### config.mk
export PLATFORM = sky130hd
export DESIGN_NAME = uart_tx_sched
export DESIGN_NICKNAME = d
export VERILOG_FILES = /design/src/rtl/uart_tx_sched.sv
export SDC_FILE = /design/constraint.sdc
export NUM_CORES = 1
export LEC_CHECK = 0
export ABC_AREA = 1
export BUFFER_PORTS_ARGS = -buffer_cell sky130_fd_sc_hd__buf_2
export CORE_MARGIN = 10
export CORE_UTILIZATION = 45
export DETAILED_ROUTE_END_ITERATION = 8
export GPL_ROUTABILITY_DRIVEN = 0
export HOLD_SLACK_MARGIN = 0.03
export PLACE_DENSITY = 0.77
export SYNTH_ARGS = -nofsm -noshare
export SYNTH_HDL_FRONTEND = slang
export SYNTH_SLANG_ARGS = --single-unit
### constraint.sdc
create_clock -name clk -period 2 [get_ports clk]
set_input_delay 0.3 -clock clk [delete_from_list [all_inputs] [get_ports clk]]
set_output_delay 0.3 -clock clk [all_outputs]
set_load 0.005 [all_outputs]
### src/rtl/uart_tx_sched.sv
// Round-robin byte scheduler feeding a UART transmitter from a register-read
// channel (1 byte) and an ALU-result channel (2 bytes, LSB first).
module uart_tx_sched #(
  parameter int unsigned BUSY_TMO = 15
) (
  input  logic        clk,
  input  logic        rst,
  input  logic        rd_valid,
  input  logic [7:0]  rd_data,
  output logic        rd_ack,
  input  logic        alu_valid,
  input  logic [15:0] alu_data,
  output logic        alu_ack,
  input  logic        tx_busy,
  output logic [7:0]  tx_p_data,
  output logic        tx_data_valid,
  output logic        sched_busy,
  output logic        tmo_err
);

  localparam int unsigned CW = (BUSY_TMO < 1) ? 1 : $clog2(BUSY_TMO + 1);
  localparam logic [CW-1:0] TMO_LAST = CW'(BUSY_TMO - 1);

  typedef enum logic [1:0] {IDLE, LAUNCH, WAIT_HI, WAIT_LO} state_t;

  state_t        state;
  logic          rr_alu;
  logic          hi_pend;
  logic [7:0]    hi_byte;
  logic [CW-1:0] tmo_cnt;
  logic          gnt_alu;

  // ALU wins only when it is the sole requester or it was not granted last.
  assign gnt_alu    = alu_valid && (!rd_valid || rr_alu);
  assign sched_busy = (state != IDLE);

  // The launch strobe and byte are loaded on the transition into LAUNCH so the
  // strobe is high exactly while the FSM sits in LAUNCH.
  always_ff @(posedge clk or negedge rst) begin
    if (!rst) begin
      state         <= IDLE;
      rr_alu        <= 1'b0;
      hi_pend       <= 1'b0;
      hi_byte       <= '0;
      tmo_cnt       <= '0;
      rd_ack        <= 1'b0;
      alu_ack       <= 1'b0;
      tx_p_data     <= '0;
      tx_data_valid <= 1'b0;
      tmo_err       <= 1'b0;
    end else begin
      rd_ack        <= 1'b0;
      alu_ack       <= 1'b0;
      tx_data_valid <= 1'b0;
      case (state)
        IDLE: begin
          if (!tx_busy && (rd_valid || alu_valid)) begin
            state         <= LAUNCH;
            tx_data_valid <= 1'b1;
            if (gnt_alu) begin
              alu_ack   <= 1'b1;
              tx_p_data <= alu_data[7:0];
              hi_byte   <= alu_data[15:8];
              hi_pend   <= 1'b1;
              rr_alu    <= 1'b0;
            end else begin
              rd_ack    <= 1'b1;
              tx_p_data <= rd_data;
              hi_pend   <= 1'b0;
              rr_alu    <= 1'b1;
            end
          end
        end
        LAUNCH: begin
          state   <= WAIT_HI;
          tmo_cnt <= '0;
        end
        WAIT_HI: begin
          if (tx_busy) begin
            state <= WAIT_LO;
          end else if (tmo_cnt >= TMO_LAST) begin
            tmo_err <= 1'b1;
            hi_pend <= 1'b0;
            state   <= IDLE;
          end else if (tmo_cnt != '1) begin
            tmo_cnt <= tmo_cnt + 1'b1;
          end
        end
        WAIT_LO: begin
          if (!tx_busy) begin
            if (hi_pend) begin
              tx_p_data     <= hi_byte;
              tx_data_valid <= 1'b1;
              hi_pend       <= 1'b0;
              state         <= LAUNCH;
            end else begin
              state <= IDLE;
            end
          end
        end
        default: state <= IDLE;
      endcase
    end
  end

endmodule

* Yosys cells after proc, flatten, opt, wreduce, memory -nomap -nowiden *
Cells that the tools add are included.
W data, S select, Z words.

word-level totals
  logic and storage cells = 73
  bits of input ports = 29
  output and inout bits = 13
  register bits after elaboration = 28

operators by class
  reductions and logical operators = 18
  muxes and demuxes = 30
  add/sub/neg operators = 1
  magnitude comparators = 1
  bitwise operators = 1
  equality and inequality tests = 12

operators by type and width
  cell                   count
  $mux W8                4
  $pmux W8 S2            1
  $mux W1                14
  $ne A2 B2 Y1 const B   7
  $mux W4                3
  $reduce_and A3 Y1      3
  $mux W2                4
  $pmux W2 S4            1
  $pmux W4 S2            1
  $reduce_and A4 Y1      2
  $reduce_bool A2 Y1     3
  $reduce_and A5 Y1      1
  $add A4 B1 Y4 const B  1
  $eq A2 B2 Y1 const B   2
  $ge A4 B4 Y1 const B   1
  $ne A4 B4 Y1 const B   1
  $ne A3 B3 Y1 const B   1
  $pmux W1 S3            1
  $reduce_bool A3 Y1     1
  $eq A2 B1 Y1 const B   1
  $logic_and A1 B1 Y1    2
  $logic_not A1 Y1       2
  $logic_not A2 Y1       1
  $logic_or A1 B1 Y1     2
  3 further kinds        3

* Depth between registers and ports, before layout *
Gate-level depths: netlist of run 1.

  depth in word-level cells = 6
  depth in mapped cells = 9

* Worst setup path before layout of run 1 *
OpenSTA, ideal clock, no wires.

  kind = register to register
  start = reg state[0]
  end = reg tx_p_data[0]
  cell stages (with the launch flop) = 9
  buffers on the path = 0
  period minus slack after synthesis = 1,433 ps
  arrival = 1,315 ps
  setup time = 118 ps
  required time = 1,882 ps
  slack = 567 ps
  path through = dfrtp_1 -> inv_1 -> ha_1 -> inv_1 -> o21ai_1 -> a21oi_4 -> inv_4 -> nand2_1 -> nand2_1

on the way
  word-level cells in the longest chain between the ends = 3
  elaborated cells between the ends (all ways) = 8

RTL lines
  item                                                                 line  source
  start, declared                                                      26    state_t state;
  start signal, assigned                                               41    state <= IDLE;
  start signal, assigned                                               58    state <= LAUNCH;
  start signal, assigned                                               75    state <= WAIT_HI;
  $eq A2 B2 Y1 / $logic_not A2 Y1 (equally long branches)              55    case (state)
  $ne A2 B2 Y1 (no line) / $reduce_bool A2 Y1 (equally long branches)  -
  $reduce_and A4 Y1 (no line)                                          -
  end signal, assigned                                                 62    tx_p_data <= alu_data[7:0];
  end signal, assigned                                                 68    tx_p_data <= rd_data;
  end signal, assigned                                                 92    tx_p_data <= hi_byte;
  end, declared                                                        15    output logic [7:0] tx_p_data,

Several ways; a longest one is shown, not always the timed one.
A chain may end at the register's enable or synchronous reset.

* Worst setup path in the final report of run 1 *
  start = reg state[0]
  end = reg tx_p_data[3]

Same word-level chain as after synthesis.

==> metrics.txt, run 1 <==
DRC viols=0; crit-path max cell delay=0.43 ns; met3 global-route usage=0.01689; Port Buf Inserts=~40; DP Area=between 1500 and 2000 µm²; Avg Cell Area, Syn=~7.9 µm²; Startpoint Class=register; Critical-path top delay cell=dfrtp_1; fin crit period=around 1.6 ns; root buffer cell=clkbuf_4; Buf/Inv on CP=3; Syn-to-layout area delta=19.94%; antenna viol nets, final=0; Leakage Power=0.001040 µW; setup TNS=0 ns; M2 GR Usage=0.1957; Reg clk slew, reported paths=0.16 ns; Chip Height=78.81 µm; status=complete, no violations; via density per instance=4.779; PwrDens=1302 nW/µm²; pin count of the biggest net entering global routing=29; area leader, netlist=dfrtp_1; Area contributors post-synth=dfrtp_1 45%, nand2_1 18%, nand3_1 9.6%, ha_1 5.6%, or2_2 3.6%; Clk Latency, worst-skew pair=0.33 ns; crit-path cells=inv_1 > ha_1 > inv_1 > o21ai_1 > a21oi_4 > inv_4 > nand2_1 > nand2_1; GRT Overall Usage=0.1213; core area=3337 µm²; number of H-tree levels=1; maximum operating frequency=630.2 MHz; CTS tree=done; sequential area share after synthesis=0.4502; n_diodes=0; Syn Nets=234; Max Clock Skew=0.007007 ns; normalized max-slew margin=0.5955; CP required=2.24 ns; max-cap check violation count=0; max-slew violation total from the final report=0; VDD IR max=roughly 0.00048 V; crit path max fanout=9; Worst Path Class, Setup=reg2reg; Final Setup Violations=0; CP delay by family, top=flip-flops; final instance area=1867 µm²; CP endpoint kind=register; CP arrival=~1.8 ns; M1 GR Usage=0.1622; Synth cell types=21; std cell rows=21; commonest non-fill, non-tap cell in the layout=nand2_1; post-detail-place hpwl=between 2000 and 3000 µm; Slew @ Worst Pin=just over 0.6 ns; clk buf depth=2; nets=280; grt ovf=0; post-synthesis sequential element count=28; Hold WC Path Type=in2reg; Iter 0 DRT Violations=85; Most Crowded Layer GR=met2; RSZ-0062 raised after global routing=false; vias in the first global route=1424; Vias=1381; area share of the largest cell type after synthesis=0.4502; DRT Wirelength=3518 µm; First-pass DRT Iterations=4; Placed Cells=~280; wire per inst=12.17 µm; Ys Warns=0; Fill cells=342; Layout Cells excl Fill=289; CTS buffer count=3; # IOs=42; post-CTS resize count=0; Initial Utilization=0.4664; Clock Sink Count=28; Die X=around 79 µm; Cells after Synth=198; initial antenna violation count=0; die area=6211 µm²; Hold Violations, Final=0; most frequent cells in the layout=75 x nand2_1, 41 x buf_2, 30 x nand3_1; first-pass GRT wire length=roughly 6400 µm; layout cells sized above 1=0.2881; Cell Area, Synth=between 1500 and 2000 µm²; fin crit share=0.7934
[state kept, by name (all words and copies together) (netlist names), 2 cells and up]
signal and cells:
hi_byte 8, state 2, tmo_cnt 4, tx_p_data 8
[stage by stage]
step           setup slack, ns    util  hold WS (ns)  power, µW
2_1_floorplan           0.5672       -      0.004409       1737
4_1_cts                 0.3977  0.5594        0.1390       2457
5_1_grt                 0.2365  0.5594        0.1454       2685
3_3_place_gp            0.4733  0.5407        0.3435       2046
6_report                0.4133  0.5594        0.1451       2430
3_5_place_dp            0.4108  0.5407        0.3464       2079
[path summary, 6_finish.rpt]
kind / end / depth (start not counted) / slack [ns] / start
setup reg to reg: tx_p_data[3] / 8 / 0.41 / state[0]
hold reg to reg: tmo_err / 2 / 0.49 / tmo_err
min in group asynchronous: state[1] / 2 / 0.49 / rst
setup / recovery: tx_p_data[3] / 8 / 0.41 / state[0]
max in group asynchronous: tx_data_valid / 2 / 1.11 / rst
hold / removal: hi_byte[6] / 3 / 0.15 / alu_data[14]
[Yosys cell counts (all sizes together)]
| library cell | instances |
|---|---|
| a21oi | 3 |
| buf | 2 |
| dfrtp | 28 |
| ha | 7 |
| inv | 19 |
| nand2 | 80 |
| nand3 | 30 |
| nand4 | 1 |
| nor2 | 8 |
| nor3 | 1 |
| o21ai | 10 |
| or2 | 9 |
[power breakdown]
part	leakage [µW]	internal [µW]	total, µW	switching (µW)
Sequential	0.000352	785	918	134
Combinational	0.000659	443	1140	695
Clock	0.0000279	203	374	171
Total	0.00104	1430	2430	1000
[final cells by class]
type	instances	area, µm²	share of cell area
multi-input cells	149	757.0	0.4055
clock buffers	3	22.52	0.01206
repair buffers	43	222.7	0.1193
inverters	19	76.32	0.04088
flip-flops and latches	28	700.7	0.3753
well taps	46	57.56	0.03083
clock inverters	1	30.03	0.01609
[kinds of logic after synthesis]
group                      after synthesis  share of synthesized area
AOI/OAI and AO/OA                       13                    0.05868
DFF                                     28                     0.4502
and+or+nand+nor                        129                     0.3714
adders and majority gates                7                    0.05627
buffers and inverters                   21                    0.06350
[tightest hold or removal path, cell delays in order]
cell	delay, ns
buf_2	0.07
nand2_1	0.04
nand2_1	0.04
[routing by layer]
metal	routed length, µm	part of all wire
met3	172	0.049
met4	52	0.015
met5	0	0
met1	1673	0.48
met2	1619	0.46
[repair_timing]
| item | CTS | global route |
|---|---|---|
| buffers inserted | 0 | 0 |
| hold buffers | 1 | 0 |
| endpoints found under the hold margin | 28 | 0 |
| endpoints found under the setup margin | 0 | 0 |
No activity file was read; power rests on OpenSTA's default activity.
==> run 2: changes to the inputs <==
Settings changed: ABC_AREA 1 to 0, PLACE_DENSITY 0.77 to 0.8.
Clock period 2 ns to 1.4 ns, I/O delays scaled along.
==> metrics.txt, run 2 <==
biggest regs=hi_byte (8), tx_p_data (8), tmo_cnt (4); Logic pwr share=0.589 (+0.121); Vias=1433 (+3.8%); DP Area=1967 µm² (+9.0%); via density per instance=5.576 (+17%); Worst Path Class, Setup=reg2reg; sw power=1881 µW (+88%); Sw Share=0.3896 (-0.02189); VDD IR max=0.0009417 V (+97%); Int Pwr=2947 µW (+110%); clock share of power=0.114 (-0.040); grt ovf=0 (unchanged); maximum operating frequency=637.8 MHz (+1.2%); post-detail-place hpwl=3036 µm (+10%); Critical-path top delay cell=dfrtp_2; simple-gate share of the synthesized area=0.1210 (-0.2504); Final WS setup=-0.1679 ns (-0.5812 ns); failing checks=negative setup slack; Pwr Total=4828 µW (+99%); CP required=1.64 ns (-0.60 ns); Startpoint Class=register; area share of the largest cell type after synthesis=0.4487 (-0.001443); Reg clk slew, reported paths=0.16 ns (about the same); area leader, netlist=dfrtp_1; Hold Violations, Final=0 (unchanged); Max Clock Skew=0.0006686 ns (-0.006339 ns); Placed Cells=243 (-14%); Cells after Synth=146 (-26%); clk buf depth=2 (unchanged); Synth Flop Type=dfrtp_1; Syn-to-layout area delta=40.46%; Synth Area in XOR/XNOR=0 (unchanged); root buffer cell=clkbuf_4; initial antenna violation count=0 (unchanged); antenna viol nets, final=0 (unchanged); Reg area=703.2 µm² (+0.36%); Ys Warns=0 (unchanged); status=finished with violations; Iter 0 DRT Violations=104 (+22%); Avg Cell Area, Syn=10.70 µm² (+36%); Slew @ Worst Pin=0.6426 ns (+0.03583 ns); DRC viols=0 (unchanged); Hold WS=0.09350 ns (-0.05163 ns); Clock Sink Count=28 (unchanged); Chip Height=78.91 µm (+0.12%); fraction of registers with async set or reset after synthesis=1.000 (unchanged); Fill cells=250 (-27%); Syn Nets=182 (-22%); Port Buf Inserts=41 (unchanged); max-cap check violation count=0 (unchanged); CTS buffer count=3 (unchanged); first-pass GRT wire length=6858 µm (+6.8%); Multi-input gate area=924.6 µm² (+22%); setup TNS=-2.381 ns (-2.381 ns); CP delay by family, top=compound AO/OA/AOI/OAI gates; Die X=78.91 µm (+0.12%); mux contribution to synthesized area=0.1154 (+0.1154); DRT Wirelength=4276 µm (+22%); Synth top cells by count=28 x dfrtp_1, 13 x nor2_1, 9 x a221oi_1, 9 x mux2i_1, 9 x nand2b_1; layout cells sized above 1=0.5308 (+0.2427); largest family of logic cells by synthesized area=compound AO/OA/AOI/OAI gates; crit-path cells=ha_4 > a21oi_4 > o21ba_2 > nor2_1 > a221oi_1; die area=6226 µm² (+0.24%); crit path max fanout=8 (-1); commonest non-fill, non-tap cell in the layout=buf_2; final instance area=2193 µm² (+17%); adder-cell area share of the yosys netlist=0.05609 (-0.0001804); crit-path max cell delay=0.48 ns (+0.05 ns); normalized max-slew margin=0.5716 (-0.02389); Synth cell types=37 (+76%); GRT Overall Usage=0.1307 (+0.009488); max-slew violation total from the final report=0 (unchanged); Clk Latency, worst-skew pair=0.33 ns (about the same); Post-synth EDFFs=0 (unchanged); fin crit share=1.120 (+0.3266); vias in the first global route=1444 (+1.4%); CTS tree=done; PwrDens=2201 nW/µm² (+69%); Cell Area, Synth=1561 µm² (+0.32%); std cell rows=21 (unchanged); n_diodes=0 (unchanged); Buf/Inv on CP=0 (-3); Layout Cells excl Fill=257 (-11%); CP endpoint kind=register; Hold WC Path Type=in2reg; First-pass DRT Iterations=4 (unchanged); sequential area share after synthesis=0.4487 (-0.001443); core area=3337 µm² (unchanged); CP arrival=1.81 ns (-0.02 ns); Initial Utilization=0.4679 (+0.001500); fin crit period=1.568 ns (-0.01880 ns); RSZ-0062 raised after global routing=true; Final Setup Violations=24 (+24); Leakage Power=0.001016 µW (-2.2%); post-synthesis compound-gate area fraction=0.2163 (+0.1577); post-synthesis sequential element count=28 (unchanged); wire per inst=16.64 µm (+37%); Reg power frac=0.298 (-0.080); Area contributors post-synth=dfrtp_1 45%, mux2i_1 5.8%, mux2_2 5.8%, ha_1 5.6%, a221oi_1 5.0%; top-count cell post-synth=dfrtp_1; pin count of the biggest net entering global routing=29 (unchanged); most frequent cells in the layout=40 x buf_2, 26 x dfrtp_1, 21 x buf_4; number of H-tree levels=1 (unchanged); nets=248 (-11%); # IOs=42 (unchanged)
run 2: cell count changes after synthesis, moves of 4 or more:
cell and change:
inv_2 -4, or2_2 -9, nand3_1 -30, inv_1 -6, a221oi_1 +9, nand2_1 -71, mux2_2 +8, nand2b_1 +9
mux2i_1 +9, o22ai_1 +8, nor2_1 +6, a21oi_1 +4
run 2: through the flow:
stage / worst slack, ns / util
4_1_cts: -0.1561 / 0.6423
5_1_grt: -0.2247 / 0.6573
3_5_place_dp: -0.1898 / 0.5894
2_1_floorplan: -0.08146 / -
3_3_place_gp: -0.08137 / 0.5894
6_report: -0.1679 / 0.6573
run 2: path summary, 6_finish.rpt:
check	depth (start not counted)	slack, ns	endpoint	startpoint
setup / recovery	5	-0.17	tx_p_data[4]	state[0]
hold / removal	2	0.09	hi_byte[5]	alu_data[13]
setup reg to reg	5	-0.17	tx_p_data[4]	state[0]
hold reg to reg	1	0.49	tmo_err	tmo_err
max in group asynchronous	2	0.54	state[0]	rst
min in group asynchronous	2	0.41	tx_p_data[4]	rst
run 2: cells by family after synthesis:
family | after synthesis
fa+ha+maj | 7
buf+inv | 14
flops | 28
mux | 17
simple gates | 36
compound gates | 44
run 2: cell type report:
class | instances | area share
multi-input cells | 105 | 0.4216
flip-flops and latches | 28 | 0.3206
clock buffers | 3 | 0.01027
inverters | 7 | 0.01426
repair buffers | 67 | 0.1934
well taps | 46 | 0.02624
clock inverters | 1 | 0.01369
run 2: metal layers:
| layer | vias up | GRT usage | routed length [µm] |
|---|---|---|---|
| met5 | - | 0 | 0 |
| met4 | 0 | 0.03584 | 46 |
| met3 | 8 | 0.04279 | 333 |
| met2 | 44 | 0.2319 | 2112 |
| met1 | 701 | 0.1466 | 1785 |
| li1 | 680 | - | - |
run 2: repair_timing:
action,4_1_cts,5_1_grt
hold buffers,1,0
buffers inserted,7,2
setup endpoints to repair,23,27
pin swaps,6,5
hold endpoints to repair,28,0
resized for setup,15,11
cloned,1,0
run 2: power groups by stage:
| stage | clock network [µW] | logic (µW) | registers [µW] |
|---|---|---|---|
| 4_1_cts | 551 | 2690 | 1420 |
| 3_5_place_dp | 0 | 2330 | 1440 |
| 3_3_place_gp | 0 | 2220 | 1410 |
| 5_1_grt | 593 | 3080 | 1490 |
| 6_report | 548 | 2840 | 1440 |
| 2_1_floorplan | 0 | 1620 | 1370 |
